[src/rtl/posit_div_issue_ctrl.sv]
// Valid/ready flow-control shell around a fixed-latency posit divider with no backpressure.
// Optional statistics counters are enabled with the POSIT_DIV_STATS_EN macro.
module posit_div_issue_ctrl #(
  parameter int N     = 16,
  parameter int TAGW  = 4,
  parameter int LAT   = 12,
  parameter int DEPTH = 4
) (
  input  logic            clk,
  input  logic            rst_n,
  input  logic            in_valid,
  output logic            in_ready,
  input  logic [N-1:0]    in_a,
  input  logic [N-1:0]    in_b,
  input  logic [TAGW-1:0] in_tag,
  output logic [N-1:0]    div_a,
  output logic [N-1:0]    div_b,
  output logic            div_start,
  input  logic [N-1:0]    div_r,
  input  logic            div_inf,
  input  logic            div_zero,
  input  logic            div_done,
  output logic            out_valid,
  input  logic            out_ready,
  output logic [N-1:0]    out_r,
  output logic            out_inf,
  output logic            out_zero,
  output logic [TAGW-1:0] out_tag,
  output logic            proto_err
`ifdef POSIT_DIV_STATS_EN
  ,
  output logic [31:0]     stat_issued,
  output logic [15:0]     stat_inf,
  output logic [15:0]     stat_zero
`endif
);

  localparam int CW  = $clog2(DEPTH) + 1;
  localparam int PW  = $clog2(DEPTH);
  localparam int FCW = $clog2(LAT) + 1;
  localparam int EW  = TAGW + N + 2;

  logic [CW-1:0]   r_inflight;
  logic [CW-1:0]   r_count;
  logic [PW-1:0]   r_wr_ptr;
  logic [PW-1:0]   r_rd_ptr;
  logic [EW-1:0]   r_mem [DEPTH];
  logic [LAT-1:0]  r_pipe_vld;
  logic [TAGW-1:0] r_pipe_tag [LAT];
  logic            r_flushing;
  logic [FCW-1:0]  r_flush_cnt;
  logic            r_proto_err;

  logic            w_issue;
  logic            w_push;
  logic            w_pop;
  logic            w_full;
  logic [CW:0]     w_used;
  logic [EW-1:0]   w_head;

  // Sum is one bit wider than either counter so it can never wrap.
  assign w_used    = {1'b0, r_inflight} + {1'b0, r_count};
  assign in_ready  = !r_flushing && (w_used < (CW+1)'(DEPTH));
  assign w_issue   = in_valid & in_ready;
  assign div_start = w_issue;
  assign div_a     = in_a;
  assign div_b     = in_b;

  assign w_push    = div_done & r_pipe_vld[LAT-1];
  assign out_valid = (r_count != '0);
  assign w_pop     = out_valid & out_ready;
  assign w_full    = (r_count == CW'(DEPTH));

  assign w_head    = r_mem[r_rd_ptr];
  assign out_tag   = w_head[EW-1 -: TAGW];
  assign out_r     = w_head[N+1:2];
  assign out_inf   = w_head[1];
  assign out_zero  = w_head[0];
  assign proto_err = r_proto_err;

  // The divider cannot be reset, so its pipeline is drained for LAT cycles after reset release.
  always_ff @(posedge clk or negedge rst_n) begin
    if (!rst_n) begin
      r_flushing  <= 1'b1;
      r_flush_cnt <= '0;
    end else if (r_flushing) begin
      r_flush_cnt <= r_flush_cnt + FCW'(1);
      if (r_flush_cnt == FCW'(LAT-1)) r_flushing <= 1'b0;
    end
  end

  // Tag pipe mirrors the divider latency; its exit stage lines up with div_done.
  always_ff @(posedge clk or negedge rst_n) begin
    if (!rst_n) begin
      r_pipe_vld <= '0;
      for (int i = 0; i < LAT; i++) r_pipe_tag[i] <= '0;
    end else begin
      r_pipe_vld    <= {r_pipe_vld[LAT-2:0], w_issue};
      r_pipe_tag[0] <= in_tag;
      for (int i = 1; i < LAT; i++) r_pipe_tag[i] <= r_pipe_tag[i-1];
    end
  end

  always_ff @(posedge clk or negedge rst_n) begin
    if (!rst_n) begin
      r_inflight <= '0;
    end else begin
      case ({w_issue, w_push})
        2'b10:   r_inflight <= r_inflight + CW'(1);
        2'b01:   r_inflight <= r_inflight - CW'(1);
        default: r_inflight <= r_inflight;
      endcase
    end
  end

  always_ff @(posedge clk or negedge rst_n) begin
    if (!rst_n) begin
      r_count  <= '0;
      r_wr_ptr <= '0;
      r_rd_ptr <= '0;
    end else begin
      if (w_push) r_wr_ptr <= r_wr_ptr + PW'(1);
      if (w_pop)  r_rd_ptr <= r_rd_ptr + PW'(1);
      case ({w_push, w_pop})
        2'b10:   r_count <= r_count + CW'(1);
        2'b01:   r_count <= r_count - CW'(1);
        default: r_count <= r_count;
      endcase
    end
  end

  // Storage needs no reset: pointers and count define which entries are live.
  always_ff @(posedge clk) begin
    if (w_push) r_mem[r_wr_ptr] <= {r_pipe_tag[LAT-1], div_r, div_inf, div_zero};
  end

  always_ff @(posedge clk or negedge rst_n) begin
    if (!rst_n) begin
      r_proto_err <= 1'b0;
    end else if (div_done && !r_pipe_vld[LAT-1] && !r_flushing) begin
      r_proto_err <= 1'b1;
    end
  end

  a_no_overflow: assert property (@(posedge clk) disable iff (!rst_n)
    !(w_push && w_full && !w_pop));

`ifdef POSIT_DIV_STATS_EN
  function automatic logic [31:0] sat_inc32(input logic [31:0] v);
    return (v == 32'hFFFF_FFFF) ? v : v + 32'd1;
  endfunction

  function automatic logic [15:0] sat_inc16(input logic [15:0] v);
    return (v == 16'hFFFF) ? v : v + 16'd1;
  endfunction

  logic [31:0] r_stat_issued;
  logic [15:0] r_stat_inf;
  logic [15:0] r_stat_zero;

  always_ff @(posedge clk or negedge rst_n) begin
    if (!rst_n) begin
      r_stat_issued <= '0;
      r_stat_inf    <= '0;
      r_stat_zero   <= '0;
    end else begin
      if (w_issue)             r_stat_issued <= sat_inc32(r_stat_issued);
      if (w_push && div_inf)   r_stat_inf    <= sat_inc16(r_stat_inf);
      if (w_push && div_zero)  r_stat_zero   <= sat_inc16(r_stat_zero);
    end
  end

  assign stat_issued = r_stat_issued;
  assign stat_inf    = r_stat_inf;
  assign stat_zero   = r_stat_zero;
`else
`endif

endmodule

[config.mk]
export PLATFORM = sky130hd
export DESIGN_NAME = posit_div_issue_ctrl
export DESIGN_NICKNAME = d
export VERILOG_FILES = /design/src/rtl/posit_div_issue_ctrl.sv
export SDC_FILE = /design/constraint.sdc
export NUM_CORES = 1
export LEC_CHECK = 0
export CORE_MARGIN = 1.5
export CORE_UTILIZATION = 44
export CTS_CLUSTER_SIZE = 12
export DETAILED_ROUTE_END_ITERATION = 8
export PLACE_DENSITY = 0.7
export SLEW_MARGIN = 5
export SYNTH_ARGS = -nofsm -noshare
export SYNTH_HDL_FRONTEND = slang
export SYNTH_SLANG_ARGS = --single-unit
[constraint.sdc]
create_clock -name clk -period 5.23 [get_ports clk]
set_input_delay 0.7845 -clock clk [delete_from_list [all_inputs] [get_ports clk]]
set_output_delay 0.7845 -clock clk [all_outputs]
set_load 0.005 [all_outputs]
==> impl_metrics.env <==
export IMPL_postSynthCellCount=284
export IMPL_coreArea_sq_um=12800
export IMPL_area_delta_synth_final_pct=17.6
export IMPL_cts_inserted_buffers=17
export IMPL_fillerInstances=972
export IMPL_rsz0062_at_grt="false"
export IMPL_cts_htree_levels=4
export IMPL_critPathMaxStageDelay_ns=0.59
export IMPL_maxSlewViolCount=0
export IMPL_critPathKind="reg2out"
export IMPL_die_area_sq_um=13900
export IMPL_worst_slew_pin_slew_ns=1.19
export IMPL_avgSynthCellArea_sq_um=20.5
export IMPL_initial_core_util_pct=45.6
export IMPL_antenna_found_initial=0
export IMPL_async_flop_share_pct=46.7
export IMPL_utilization_pct=53.6
export IMPL_finalWeightedCongestion=0.708
export IMPL_grt_pass1_wl_microns=13800
export IMPL_die_w_microns=118
export IMPL_ios=117
export IMPL_ys_ff_latch=165
export IMPL_slowest_stage="dfrtp_1"
export IMPL_synth_flop_cell="edfxtp_1"
export IMPL_place_hpwl_microns=5020
export IMPL_holdBufCountCts=0
export IMPL_drive_above_1_share_pct=17.4
export IMPL_period_minus_slack_ns=3.23
export IMPL_fin_skew_ns=0.00686
export IMPL_yosysUniqueCellTypes=28
export IMPL_peakVddDrop_mv=0.235
export IMPL_insertedDiodeCount=0
export IMPL_yosysWarnings=0
export IMPL_slew_headroom_pct=20.6
export IMPL_cts_buffer_depth=2
export IMPL_postRouteAntennaNets=0
export IMPL_synth_nets=354
export IMPL_cts_sinks=165
export IMPL_tritoncts="yes"
export IMPL_rows=41
export IMPL_status="finished clean"
export IMPL_cp_required_ns=4.45
export IMPL_cts_setup_buffers=0
export IMPL_cp_arrival_ns=2.45
export IMPL_end_kind="output pin"
export IMPL_synthesis_area_sq_um=5830
export IMPL_hp_class="reg2reg"
export IMPL_drt_wirelength_per_cell_microns=16.4
export IMPL_worstPathMaxFanout=17
export IMPL_drt_first_pass_iters=4
export IMPL_fmax_mhz=310
export IMPL_startpoint_type="register"
export IMPL_cap_violations=0
export IMPL_setup_viol=0
export IMPL_cts_resized=0
export IMPL_fin_crit_sh_pct=61.8
export IMPL_grt_pass1_vias=2663
export IMPL_hold_violations=0
export IMPL_layout_nets=390
export IMPL_setup_tns_ns=0
export IMPL_routed_wl_microns=8300
export IMPL_crit_family="buffers and inverters"
export IMPL_drtIter0Drc=244
export IMPL_power_density_nw_per_um2=513
export IMPL_clk_pin_slew_ns=0.06
export IMPL_drc=0
export IMPL_worst_path_buf_inv=2
export IMPL_ctsRootBufferMaster="clkbuf_16"
export IMPL_die_y_microns=118
export IMPL_drt_vias_per_instance=4.79
export IMPL_synth_edf_count=88
export IMPL_p_leak_nw=2.61
export IMPL_grt_use_total_pct=13.4
export IMPL_ys_seq_area_share_pct=78.4
export IMPL_path_cells="buf_4 > mux4_2 > clkdlybuf4s50_1"
export IMPL_clock_latency_ns=0.41
export IMPL_grt_overflow=0
export IMPL_vias=2420
export IMPL_port_buffers=52
export IMPL_grt_max_degree=78
export IMPL_whs_ns=0.342
cells in the mapped netlist (all sizes together), types with 2 or more instances:
cell,count,area share (%)
o31a,2,0.32
inv,9,0.58
xnor2,7,1.1
nand2,5,0.32
edfxtp,88,45
mux4,22,8.5
and3,4,0.43
xor2,6,0.90
fa,2,0.69
nand4,2,0.21
nor2,3,0.19
dfrtp,76,33
mux2i,2,0.34
ha,9,1.9
buf,38,4.8
cell type report:
cell class | count | area, sq um | area share, %
Inverter | 9 | 33.8 | 0.493
Clock buffer | 24 | 503 | 7.34
Multi-Input combinational cell | 72 | 942 | 13.8
Tap cell | 172 | 215 | 3.14
Clock inverter | 8 | 46.3 | 0.676
Timing Repair Buffer | 55 | 541 | 7.89
Sequential cell | 165 | 4570 | 66.7
routing by layer:
metal  vias to the layer above  track usage, %  wire length [microns]
met4                         0            7.77                    299
li1                       1083               -                      -
met5                         -               0                      0
met1                      1222            16.4                   3570
met2                        80            20.0                   3870
met3                        35            5.43                    569
cells in the final DEF, fill, tap and decap left out, drive strengths merged:
cell,count
fa,2
a21o,1
dfstp,1
inv,11
mux2i,2
o31a,2
o21ai,1
clkinvlp,1
mux2,1
edfxtp,88
clkbuf,24
xor2,6
nand3,1
and3,4
mux4,22
a31oi,1
or3,1
nand2,5
xnor2,7
or4,1
and2,1
nor2,3
clkdlybuf4s50,51
ha,9
nand4,2
dfrtp,76
buf,4
clkinv,5
power breakdown:
part           internal, mW  switching [mW]
Clock                 0.669           0.455
Combinational         0.463           0.276
Sequential             1.53           0.120
path summary, 6_finish.rpt:
path / startpoint / depth (start not counted) / slack (ns) / endpoint
max in group asynchronous: rst_n / 1 / 4.14 / r_pipe_tag[35]
worst max-delay path: r_rd_ptr[0] / 3 / 2.00 / out_r[5]
worst min-delay path: r_pipe_tag[35] / 0 / 0.34 / r_pipe_tag[31]
min in group asynchronous: rst_n / 1 / 0.50 / r_pipe_vld[0]
worst min register to register: r_pipe_tag[35] / 0 / 0.34 / r_pipe_tag[31]
worst max register to register: r_count[2] / 10 / 2.87 / r_inflight[2]
flip-flops by register name, indices dropped and copies added (netlist names):
| signal | flops |
|---|---|
| r_pipe_vld | 12 |
| r_mem | 88 |
| r_count | 3 |
| r_flush_cnt | 5 |
| proto_err | 1 |
| r_wr_ptr | 2 |
| r_inflight | 3 |
| r_flushing | 1 |
| r_pipe_tag | 48 |
| r_rd_ptr | 2 |
cells by family (layout without fill, tap and decap cells):
logic type	count (synthesis)	after routing	share of synthesized area (%)
adders and majority gates	11	11	2.62
AOI/OAI and AO/OA	5	5	0.902
buffers and inverters	47	96	5.39
DFF	165	165	78.4
xor gates and xnor gates	13	13	1.95
and+or+nand+nor	18	18	1.65
muxes	25	25	9.04
metrics by stage:
step / setup slack (ns) / power, mW / instance area [sq um] / std cells
2_1_floorplan: 3.00 / 2.10 / 5830 / 284
6_report: 2.00 / 3.51 / 6850 / 505
3_3_place_gp: 2.39 / 2.41 / 6300 / 473
3_5_place_dp: 2.38 / 2.43 / 6300 / 473
4_1_cts: 1.93 / 3.57 / 6850 / 505
5_1_grt: 1.82 / 3.69 / 6850 / 505
Power figures use the tool's default switching activity.
